## src/rtl/datapath_sequencer.sv

```systemverilog
// Command-driven sequencer for the CR16 datapath (register-file clear or ALU bursts of 1-16 writes).
// Optional abort support is compiled in when CR16_SEQ_ABORT_EN is defined.
module datapath_sequencer #(
  parameter int CLEAR_CYCLES = 2,
  parameter int DATA_WIDTH   = 16
) (
  input  logic                  I_CLK,
  input  logic                  I_NRESET,
  input  logic                  I_CMD_VALID,
  output logic                  O_CMD_READY,
  input  logic                  I_CMD_CLEAR,
  input  logic [3:0]            I_CMD_DEST,
  input  logic [3:0]            I_CMD_A,
  input  logic [3:0]            I_CMD_B,
  input  logic [DATA_WIDTH-1:0] I_CMD_IMMEDIATE,
  input  logic                  I_CMD_IMMEDIATE_SELECT,
  input  logic [3:0]            I_CMD_OPCODE,
  input  logic [3:0]            I_CMD_REPEAT,
  input  logic                  I_CMD_AUTO_INC,
  input  logic                  I_ABORT,
  input  logic [DATA_WIDTH-1:0] I_RESULT_BUS,
  input  logic [4:0]            I_STATUS_FLAGS,
  output logic                  O_DP_NRESET,
  output logic [15:0]           O_REG_WRITE_ENABLE,
  output logic [3:0]            O_REG_A_SELECT,
  output logic [3:0]            O_REG_B_SELECT,
  output logic [DATA_WIDTH-1:0] O_IMMEDIATE,
  output logic                  O_IMMEDIATE_SELECT,
  output logic [3:0]            O_OPCODE,
  output logic                  O_BUSY,
  output logic                  O_DONE,
  output logic                  O_ABORTED,
  output logic [DATA_WIDTH-1:0] O_LAST_RESULT,
  output logic [4:0]            O_LAST_FLAGS
);

  localparam int CLR_W = $clog2(CLEAR_CYCLES + 1);
  localparam int CNT_W = (CLR_W > 4) ? CLR_W : 4;
  localparam logic [CNT_W-1:0] CLR_LOAD = CNT_W'(CLEAR_CYCLES - 1);

  typedef enum logic [1:0] {
    ST_IDLE  = 2'd0,
    ST_CLEAR = 2'd1,
    ST_EXEC  = 2'd2,
    ST_DONE  = 2'd3
  } state_t;

  function automatic logic [15:0] onehot16(input logic [3:0] idx);
    onehot16 = 16'd1 << idx;
  endfunction

  state_t                state_q, state_d;
  logic [CNT_W-1:0]      cnt_q, cnt_d;
  logic [3:0]            dest_q, dest_d;
  logic                  auto_inc_q, auto_inc_d;
  logic                  ready_q, ready_d;
  logic                  dp_nreset_q, dp_nreset_d;
  logic [15:0]           we_q, we_d;
  logic [3:0]            a_sel_q, a_sel_d;
  logic [3:0]            b_sel_q, b_sel_d;
  logic [DATA_WIDTH-1:0] imm_q, imm_d;
  logic                  imm_sel_q, imm_sel_d;
  logic [3:0]            opcode_q, opcode_d;
  logic                  busy_q, busy_d;
  logic                  done_q, done_d;
  logic                  aborted_q, aborted_d;
  logic [DATA_WIDTH-1:0] last_result_q, last_result_d;
  logic [4:0]            last_flags_q, last_flags_d;
  logic                  abort_s;
  logic [3:0]            inc_s;

`ifdef CR16_SEQ_ABORT_EN
  assign abort_s = I_ABORT;
`else
  logic unused_abort_s;
  assign unused_abort_s = I_ABORT;
  assign abort_s        = 1'b0;
`endif

  assign inc_s = {3'b000, auto_inc_q};

  // Next-state and next-output computation; control outputs default to idle (zero).
  always_comb begin
    state_d       = state_q;
    cnt_d         = cnt_q;
    dest_d        = dest_q;
    auto_inc_d    = auto_inc_q;
    ready_d       = 1'b0;
    dp_nreset_d   = 1'b1;
    we_d          = 16'd0;
    a_sel_d       = 4'd0;
    b_sel_d       = 4'd0;
    imm_d         = {DATA_WIDTH{1'b0}};
    imm_sel_d     = 1'b0;
    opcode_d      = 4'd0;
    done_d        = 1'b0;
    aborted_d     = 1'b0;
    last_result_d = last_result_q;
    last_flags_d  = last_flags_q;
    case (state_q)
      ST_IDLE: begin
        if (I_CMD_VALID && ready_q) begin
          if (I_CMD_CLEAR) begin
            state_d     = ST_CLEAR;
            cnt_d       = CLR_LOAD;
            dp_nreset_d = 1'b0;
          end else begin
            state_d    = ST_EXEC;
            cnt_d      = CNT_W'(I_CMD_REPEAT);
            dest_d     = I_CMD_DEST;
            auto_inc_d = I_CMD_AUTO_INC;
            we_d       = onehot16(I_CMD_DEST);
            a_sel_d    = I_CMD_A;
            b_sel_d    = I_CMD_B;
            imm_d      = I_CMD_IMMEDIATE;
            imm_sel_d  = I_CMD_IMMEDIATE_SELECT;
            opcode_d   = I_CMD_OPCODE;
          end
        end else begin
          ready_d = 1'b1;
        end
      end
      ST_CLEAR: begin
        if ((cnt_q == {CNT_W{1'b0}}) || abort_s) begin
          state_d       = ST_DONE;
          done_d        = 1'b1;
          aborted_d     = abort_s;
          last_result_d = {DATA_WIDTH{1'b0}};
          last_flags_d  = 5'd0;
        end else begin
          cnt_d       = cnt_q - CNT_W'(1);
          dp_nreset_d = 1'b0;
        end
      end
      ST_EXEC: begin
        // The write in this cycle always completes; its result is captured on the way out.
        if ((cnt_q == {CNT_W{1'b0}}) || abort_s) begin
          state_d       = ST_DONE;
          done_d        = 1'b1;
          aborted_d     = abort_s;
          last_result_d = I_RESULT_BUS;
          last_flags_d  = I_STATUS_FLAGS;
        end else begin
          cnt_d     = cnt_q - CNT_W'(1);
          dest_d    = dest_q + inc_s;
          we_d      = onehot16(dest_q + inc_s);
          a_sel_d   = a_sel_q + inc_s;
          b_sel_d   = b_sel_q + inc_s;
          imm_d     = imm_q;
          imm_sel_d = imm_sel_q;
          opcode_d  = opcode_q;
        end
      end
      ST_DONE: begin
        state_d = ST_IDLE;
        ready_d = 1'b1;
      end
      default: begin
        state_d = ST_IDLE;
      end
    endcase
    busy_d = (state_d != ST_IDLE);
  end

  // State and registered outputs; the datapath is held in reset while I_NRESET is low.
  always_ff @(posedge I_CLK or negedge I_NRESET) begin
    if (!I_NRESET) begin
      state_q       <= ST_IDLE;
      cnt_q         <= {CNT_W{1'b0}};
      dest_q        <= 4'd0;
      auto_inc_q    <= 1'b0;
      ready_q       <= 1'b0;
      dp_nreset_q   <= 1'b0;
      we_q          <= 16'd0;
      a_sel_q       <= 4'd0;
      b_sel_q       <= 4'd0;
      imm_q         <= {DATA_WIDTH{1'b0}};
      imm_sel_q     <= 1'b0;
      opcode_q      <= 4'd0;
      busy_q        <= 1'b0;
      done_q        <= 1'b0;
      aborted_q     <= 1'b0;
      last_result_q <= {DATA_WIDTH{1'b0}};
      last_flags_q  <= 5'd0;
    end else begin
      state_q       <= state_d;
      cnt_q         <= cnt_d;
      dest_q        <= dest_d;
      auto_inc_q    <= auto_inc_d;
      ready_q       <= ready_d;
      dp_nreset_q   <= dp_nreset_d;
      we_q          <= we_d;
      a_sel_q       <= a_sel_d;
      b_sel_q       <= b_sel_d;
      imm_q         <= imm_d;
      imm_sel_q     <= imm_sel_d;
      opcode_q      <= opcode_d;
      busy_q        <= busy_d;
      done_q        <= done_d;
      aborted_q     <= aborted_d;
      last_result_q <= last_result_d;
      last_flags_q  <= last_flags_d;
    end
  end

  assign O_CMD_READY        = ready_q;
  assign O_DP_NRESET        = dp_nreset_q;
  assign O_REG_WRITE_ENABLE = we_q;
  assign O_REG_A_SELECT     = a_sel_q;
  assign O_REG_B_SELECT     = b_sel_q;
  assign O_IMMEDIATE        = imm_q;
  assign O_IMMEDIATE_SELECT = imm_sel_q;
  assign O_OPCODE           = opcode_q;
  assign O_BUSY             = busy_q;
  assign O_DONE             = done_q;
  assign O_ABORTED          = aborted_q;
  assign O_LAST_RESULT      = last_result_q;
  assign O_LAST_FLAGS       = last_flags_q;

endmodule

```

## config.mk

```make
export PLATFORM = sky130hd
export DESIGN_NAME = datapath_sequencer
export DESIGN_NICKNAME = d
export VERILOG_FILES = /design/src/rtl/datapath_sequencer.sv
export SDC_FILE = /design/constraint.sdc
export NUM_CORES = 1
export LEC_CHECK = 0
export ABC_AREA = 1
export CAP_MARGIN = 0
export CORE_ASPECT_RATIO = 1.1
export CORE_MARGIN = 2
export CORE_UTILIZATION = 42
export CTS_BUF_LIST = sky130_fd_sc_hd__clkbuf_8
export CTS_CLUSTER_DIAMETER = 50
export CTS_CLUSTER_SIZE = 12
export DETAILED_ROUTE_END_ITERATION = 6
export PLACE_DENSITY = 0.79
export SYNTH_ARGS = -nofsm -noshare
export SYNTH_HDL_FRONTEND = slang
export SYNTH_SLANG_ARGS = --single-unit
export TNS_END_PERCENT = 20
```

## constraint.sdc

```tcl
create_clock -name I_CLK -period 1.43 [get_ports I_CLK]
set_clock_uncertainty 0.15 [all_clocks]
set_input_delay 0.3575 -clock I_CLK [delete_from_list [all_inputs] [get_ports I_CLK]]
set_output_delay 0.3575 -clock I_CLK [all_outputs]
set_load 0.02 [all_outputs]
```

==> run_summary.xml <==
<?xml version="1.0" encoding="UTF-8"?>
<metrics>
  <group name="outcome">
    <metric name="run_status" unit="">finished, violations left</metric>
    <metric name="violated_checks" unit="">setup timing</metric>
  </group>
  <group name="run">
    <metric name="maxCapViolCount" unit="">0</metric>
  </group>
  <group name="grt">
    <metric name="global_route_wire_length_before_repair" unit="µm">16300</metric>
    <metric name="grt_antenna_before_repair" unit="">0</metric>
    <metric name="grt_start_max_net_pins" unit="">45</metric>
    <metric name="first_global_vias" unit="">3607</metric>
    <metric name="grtUsageTotal" unit="%">21.5</metric>
    <metric name="globalRoute.totalOverflow" unit="">0</metric>
  </group>
  <group name="final_layout">
    <metric name="num_antenna_cells" unit="">0</metric>
    <metric name="fillerInstances" unit="">641</metric>
    <metric name="layoutNonFillerInstCount" unit="">760</metric>
    <metric name="multiInputGateArea" unit="µm²">1940</metric>
    <metric name="drive_above_1_share" unit="%">37.5</metric>
    <metric name="layout-area-overhead-vs-synth" unit="%">65.4</metric>
    <metric name="final_core_utilization" unit="%">71.1</metric>
    <metric name="storage_element_area" unit="µm²">2030</metric>
    <metric name="nNetsFinal" unit="">718</metric>
  </group>
  <group name="die">
    <metric name="dieArea" unit="µm²">9770</metric>
    <metric name="design.portCount" unit="">135</metric>
    <metric name="initial_utilization" unit="%">43.0</metric>
    <metric name="die_x" unit="µm">94.4</metric>
    <metric name="std_cell_rows" unit="">36</metric>
    <metric name="core_area" unit="µm²">8780</metric>
    <metric name="die_h" unit="µm">103</metric>
  </group>
  <group name="cts">
    <metric name="clkTransAtPathRegs" unit="ns">0.08</metric>
    <metric name="tritoncts" unit="">built</metric>
    <metric name="clk_path_buf_depth" unit="">2</metric>
    <metric name="ctsRootBufferMaster" unit="">sky130_fd_sc_hd__clkbuf_8</metric>
    <metric name="htreeDepth" unit="">3</metric>
    <metric name="clock_sink_count" unit="">81</metric>
    <metric name="cts_bufs_inserted" unit="">9</metric>
    <metric name="clock_insertion_delay_worst_skew" unit="ns">0.36</metric>
  </group>
  <group name="critical_path">
    <metric name="category_of_the_worst_setup_path_launch_point" unit="">flip-flop</metric>
    <metric name="required_time_of_the_worst_setup_path" unit="ns">1.58</metric>
    <metric name="timing.critical_path.arrival" unit="ns">1.81</metric>
    <metric name="critical_path.max_stage_delay" unit="ns">0.39</metric>
    <metric name="crit_fanout" unit="">6</metric>
    <metric name="timing.critical_path.to_type" unit="">flip-flop</metric>
    <metric name="crit_type" unit="">flip-flop to flip-flop</metric>
    <metric name="cp.buffers_inverters" unit="">4</metric>
    <metric name="worst_path_max_delay_cell" unit="">sky130_fd_sc_hd__dfrtp_1</metric>
    <metric name="crit_path_cell_trace" unit="">inv_2 &gt; ha_4 &gt; nand4_1 &gt; clkinv_4 &gt; buf_12 &gt; clkbuf_16 &gt; nand3_1 &gt; nand2_1</metric>
    <metric name="critical-path-top-delay-family" unit="">buffers and inverters</metric>
  </group>
  <group name="synthesis">
    <metric name="synthesis.nets" unit="">529</metric>
    <metric name="synthDominantCellAreaShare" unit="%">53.7</metric>
    <metric name="synth.area.top_cells" unit="">sky130_fd_sc_hd__dfrtp_1 (54%), sky130_fd_sc_hd__nand2_1 (17%), sky130_fd_sc_hd__nand3_1 (10%)</metric>
    <metric name="yosys.cell_types.count" unit="">24</metric>
    <metric name="synth_warnings" unit="">0</metric>
    <metric name="synth_largest_area_cell" unit="">sky130_fd_sc_hd__dfrtp_1</metric>
    <metric name="synthesis.instances" unit="">453</metric>
    <metric name="ys_seq_area_share" unit="%">53.7</metric>
    <metric name="syn-mean-instance-area" unit="µm²">8.34</metric>
    <metric name="ys_seq_elements" unit="">81</metric>
    <metric name="mapped_area" unit="µm²">3780</metric>
  </group>
  <group name="route">
    <metric name="antenna_left" unit="">0</metric>
    <metric name="remaining_drc_errors" unit="">0</metric>
    <metric name="route.detailed.wl_per_inst" unit="µm">15.4</metric>
    <metric name="totalWireLength" unit="µm">11700</metric>
    <metric name="vias_per_cell" unit="">5.03</metric>
    <metric name="vias_after_detailed_routing" unit="">3820</metric>
    <metric name="drt_pre_antenna_iters" unit="">5</metric>
    <metric name="drt_iter0_markers" unit="">214</metric>
  </group>
  <group name="timing">
    <metric name="tns" unit="ns">-10.68</metric>
    <metric name="fin_crit_sh" unit="%">115</metric>
    <metric name="grt_setup_unrepaired" unit="">true</metric>
    <metric name="fmax" unit="MHz">605</metric>
    <metric name="setup_viol" unit="">87</metric>
    <metric name="layout_setup_ws" unit="ns">-0.222</metric>
    <metric name="whs" unit="ns">0.190</metric>
    <metric name="hold_violations" unit="">0</metric>
    <metric name="report.final.slew_viol_count" unit="">0</metric>
    <metric name="period_minus_slack" unit="ns">1.65</metric>
  </group>
  <group name="power">
    <metric name="power.static_leakage" unit="nW">3.28</metric>
    <metric name="fin_total_pwr" unit="mW">9.76</metric>
    <metric name="max-vdd-ir-drop" unit="µV">1190</metric>
    <metric name="power_per_cell_area" unit="nW/µm²">1560</metric>
  </group>
  <group name="place">
    <metric name="placement.io_buffers" unit="">132</metric>
    <metric name="detailed_place_hpwl" unit="µm">7350</metric>
    <metric name="dp.cells" unit="">726</metric>
    <metric name="finalWeightedCongestion" unit="">0.841</metric>
  </group>
  <group name="hold_path">
    <metric name="holdCritPathClass" unit="">primary input to async pin</metric>
  </group>
</metrics>
[placed cells by master (no fill, tap or decap), drive strengths merged]
| cell | netlist | final |
|---|---|---|
| dlymetal6s2s | 0 | 1 |
| nand3 | 79 | 79 |
| dlygate4sd3 | 0 | 1 |
| nor2 | 29 | 29 |
| xnor2 | 3 | 3 |
| clkinvlp | 0 | 1 |
| clkdlybuf4s50 | 0 | 60 |
| conb | 1 | 1 |
| or2 | 1 | 1 |
| xor2 | 1 | 1 |
| ha | 12 | 12 |
| clkinv | 0 | 2 |
| a21oi | 3 | 3 |
| clkbuf | 1 | 15 |
| o21ai | 21 | 21 |
| inv | 26 | 26 |
| buf | 20 | 133 |
| dfrtp | 81 | 81 |
| mux2i | 1 | 1 |
| nand4 | 3 | 3 |
| nor3 | 2 | 2 |
| nand2 | 169 | 169 |
| bufinv | 0 | 1 |
[through the flow]
stage,cell area [µm²],worst slack (ns)
floorplan,3870,-0.0369
global placement,5620,-0.347
detailed placement,5620,-0.399
CTS,5720,-0.130
global route,6250,-0.306
finish,6250,-0.222
[power breakdown]
group	internal [mW]	switching [mW]
Combinational	2.16	2.65
Sequential	2.78	0.414
Clock	0.896	0.862
Total	5.83	3.93
[path summary, 6_finish.rpt]
check / start / to / slack, ns / cells past startpoint
min: I_NRESET / O_CMD_READY$_DFF_PN0_ / 0.19 / 2
max reg2reg: state_q[0]$_DFF_PN0_ / O_REG_WRITE_ENABLE[3]$_DFF_PN0_ / -0.22 / 8
max in group asynchronous: I_NRESET / O_REG_A_SELECT[0]$_DFF_PN0_ / 0.50 / 3
min in group I_CLK: O_IMMEDIATE[3]$_DFFE_PN0P_ / O_IMMEDIATE[3]$_DFFE_PN0P_ / 0.33 / 2
min reg2reg: O_IMMEDIATE[3]$_DFFE_PN0P_ / O_IMMEDIATE[3]$_DFFE_PN0P_ / 0.33 / 2
max: state_q[0]$_DFF_PN0_ / O_REG_WRITE_ENABLE[3]$_DFF_PN0_ / -0.22 / 8
[synth_stat cells]
master	n
sky130_fd_sc_hd__nand2_1	167
sky130_fd_sc_hd__dfrtp_1	81
sky130_fd_sc_hd__nand3_1	79
sky130_fd_sc_hd__nor2_1	27
sky130_fd_sc_hd__inv_1	24
sky130_fd_sc_hd__buf_2	13
sky130_fd_sc_hd__o21ai_0	13
sky130_fd_sc_hd__ha_1	12
sky130_fd_sc_hd__o21ai_1	8
sky130_fd_sc_hd__buf_6	6
sky130_fd_sc_hd__a21oi_1	3
sky130_fd_sc_hd__nand4_1	3
sky130_fd_sc_hd__xnor2_1	3
sky130_fd_sc_hd__inv_2	2
sky130_fd_sc_hd__nor2_2	2
sky130_fd_sc_hd__nor3_1	2
sky130_fd_sc_hd__buf_4	1
sky130_fd_sc_hd__clkbuf_1	1
sky130_fd_sc_hd__conb_1	1
sky130_fd_sc_hd__mux2i_1	1
sky130_fd_sc_hd__nand2_2	1
sky130_fd_sc_hd__nand2_4	1
sky130_fd_sc_hd__or2_2	1
sky130_fd_sc_hd__xor2_1	1
[final cells by class]
type,instances,area share (%)
inverters,26,1.76
flip-flops and latches,81,32.5
clock buffers,11,2.42
multi-input cells,325,31.1
clock inverters,4,0.821
well taps,114,2.28
repair buffers,199,29.1
[metal layers]
| layer | GRT usage, % | wire length, µm | share of wire [%] | up-vias |
|---|---|---|---|---|
| met3 | 5.80 | 965 | 8.3 | 26 |
| met1 | 26.2 | 4450 | 38 | 1799 |
| met2 | 36.0 | 6030 | 52 | 171 |
| met4 | 9.70 | 251 | 2.1 | 0 |
| met5 | 0 | 0 | 0 | - |
| li1 | - | - | - | 1824 |
[sequential cells by signal, indices dropped and copies added, names as in the netlist]
signal,flops
O_IMMEDIATE,16
O_LAST_RESULT,16
O_REG_WRITE_ENABLE,16
O_LAST_FLAGS,5
O_OPCODE,4
O_REG_A_SELECT,4
O_REG_B_SELECT,4
cnt_q,4
dest_q,4
state_q,2
O_BUSY,1
O_CMD_READY,1
O_DONE,1
O_DP_NRESET,1
O_IMMEDIATE_SELECT,1
auto_inc_q,1
[what timing repair did]
item / CTS / global route
pin swaps: 11 / 25
hold buffers: 1 / 0
setup endpoints to repair: 147 / 130
endpoints found under the hold margin: 81 / 0
gates resized for setup: 334 / 84
gates cloned: 2 / 5
setup buffers: 4 / 7
[logic make-up after synthesis]
group | share of synthesized area (%)
compound gates | 3.18
xor+xnor | 0.928
fa+ha+maj | 3.98
buf+inv | 6.39
flops | 53.7
mux | 0.265
other cells | 0.0993
simple gates | 31.5
No activity file was read; power rests on OpenSTA's default activity.
==> variant, RTL diff (same settings) <==
Build with the macro `CR16_SEQ_ABORT_EN` defined.
--- a/src/rtl/datapath_sequencer.sv
+++ b/src/rtl/datapath_sequencer.sv
@@ -2,2 +2,4 @@
 // Optional abort support is compiled in when CR16_SEQ_ABORT_EN is defined.
+`define CR16_SEQ_ABORT_EN
+
 module datapath_sequencer #(
Function: changed (a bounded check fails within 4 cycles, from zero or initial values and one cycle with I_NRESET low).
==> variant against the unedited design <==
The flow still finishes with violations (negative setup slack). Design area fell by 2.8%. Sequential cell count grew 1. Routed wire length decreased by 1.4%. Power rose by 17%. Setup slack better by 38 ps. Synthesized area is 1.4% higher. Count of clock-buffer cells in the layout fell by 2. Core utilization shrank 2.7 points. Critical path depth stayed put. Sequential share of layout area increased by 1.3 points.
==> variant: results (changes against the unedited design) <==
• **clock-pin slew of the registers on the worst-case setup and hold paths** 100 ps, +20 ps
• **Net Switching** 4830 uW, +23%
• **count of distinct cell types in the synthesized netlist** 26, +8.3%
• **placement-stage worst setup slack** -422 ps, -23.3 ps
• **final HPWL from detailed placement** 7.51 mm, +2.2%
• **Crit Path Max Fanout** 8, +2
• **share of final-layout standard cells stronger than drive strength 1** 32.5%, -4.9 points
• **compound-cell area share of the yosys netlist** 6.24%, +3.1 points
• **setup slack of the critical path after layout** -184 ps, +37.7 ps
• **largest net degree at the start of global routing** 83, +84%
• **GR met3 Demand/Resource** 3.77%, -2.0 points
• **count of cells resized by post-cts repair** 335, +0.30%
• **Crit path max-delay family** simple AND/OR/NAND/NOR gates
• **number of endpoints failing setup at the final stage** 80, -8.0%
• **global-route usage over all layers** 22.9%, +1.4 points
• **wire length of the first global-routing pass** 18.0 mm, +11%
• **tightest hold margin** 326 ps, +136 ps
• **sequential-to-total area share from yosys stat** 53.6%, -0.083 points
• **crit path capture** O_REG_WRITE_ENABLE[10]$_DFF_PN0_
• **failing checks** negative setup slack
• **met3 wire length** 647 microns, -33%
• **metal2 WL** 5.95 mm, -1.3%
• **outcome** finished, violations left
• **multiplexer area fraction after synthesis** 0%, -0.27 points
• **standby leakage power** 0.00311 uW, -5.1%
• **wire length on met1** 4.57 mm, +2.7%
[variant: cell count changes after synthesis, sizes merged, moves of 2 or more]
| cell | delta |
|---|---|
| a21oi | +4 |
| buf | -4 |
| inv | +28 |
| nand2 | -19 |
| nand3 | -11 |
| nor2 | -5 |
| nor3 | -2 |
| o21ai | +17 |
[variant: stage by stage]
| stage | instances | cell area (sq um) | total power (uW) | setup TNS [ps] |
|---|---|---|---|---|
| floorplan | 462 | 3880 | 6020 | -4290 |
| global placement | 735 | 5620 | 7980 | -25540 |
| detailed placement | 735 | 5620 | 8150 | -27260 |
| CTS | 760 | 5800 | 10400 | -5770 |
| global route | 769 | 6070 | 12100 | -12830 |
| finish | 769 | 6070 | 11400 | -6590 |
[variant: layout make-up]
| cell class | instances | share of cell area (%) |
|---|---|---|
| clock inverter | 7 | 1.55 |
| sequential | 82 | 33.8 |
| clock buffer | 9 | 2.04 |
| tap | 114 | 2.35 |
| multi-input combinational | 309 | 29.7 |
| inverter | 54 | 3.59 |
| timing repair buffer | 194 | 27.0 |
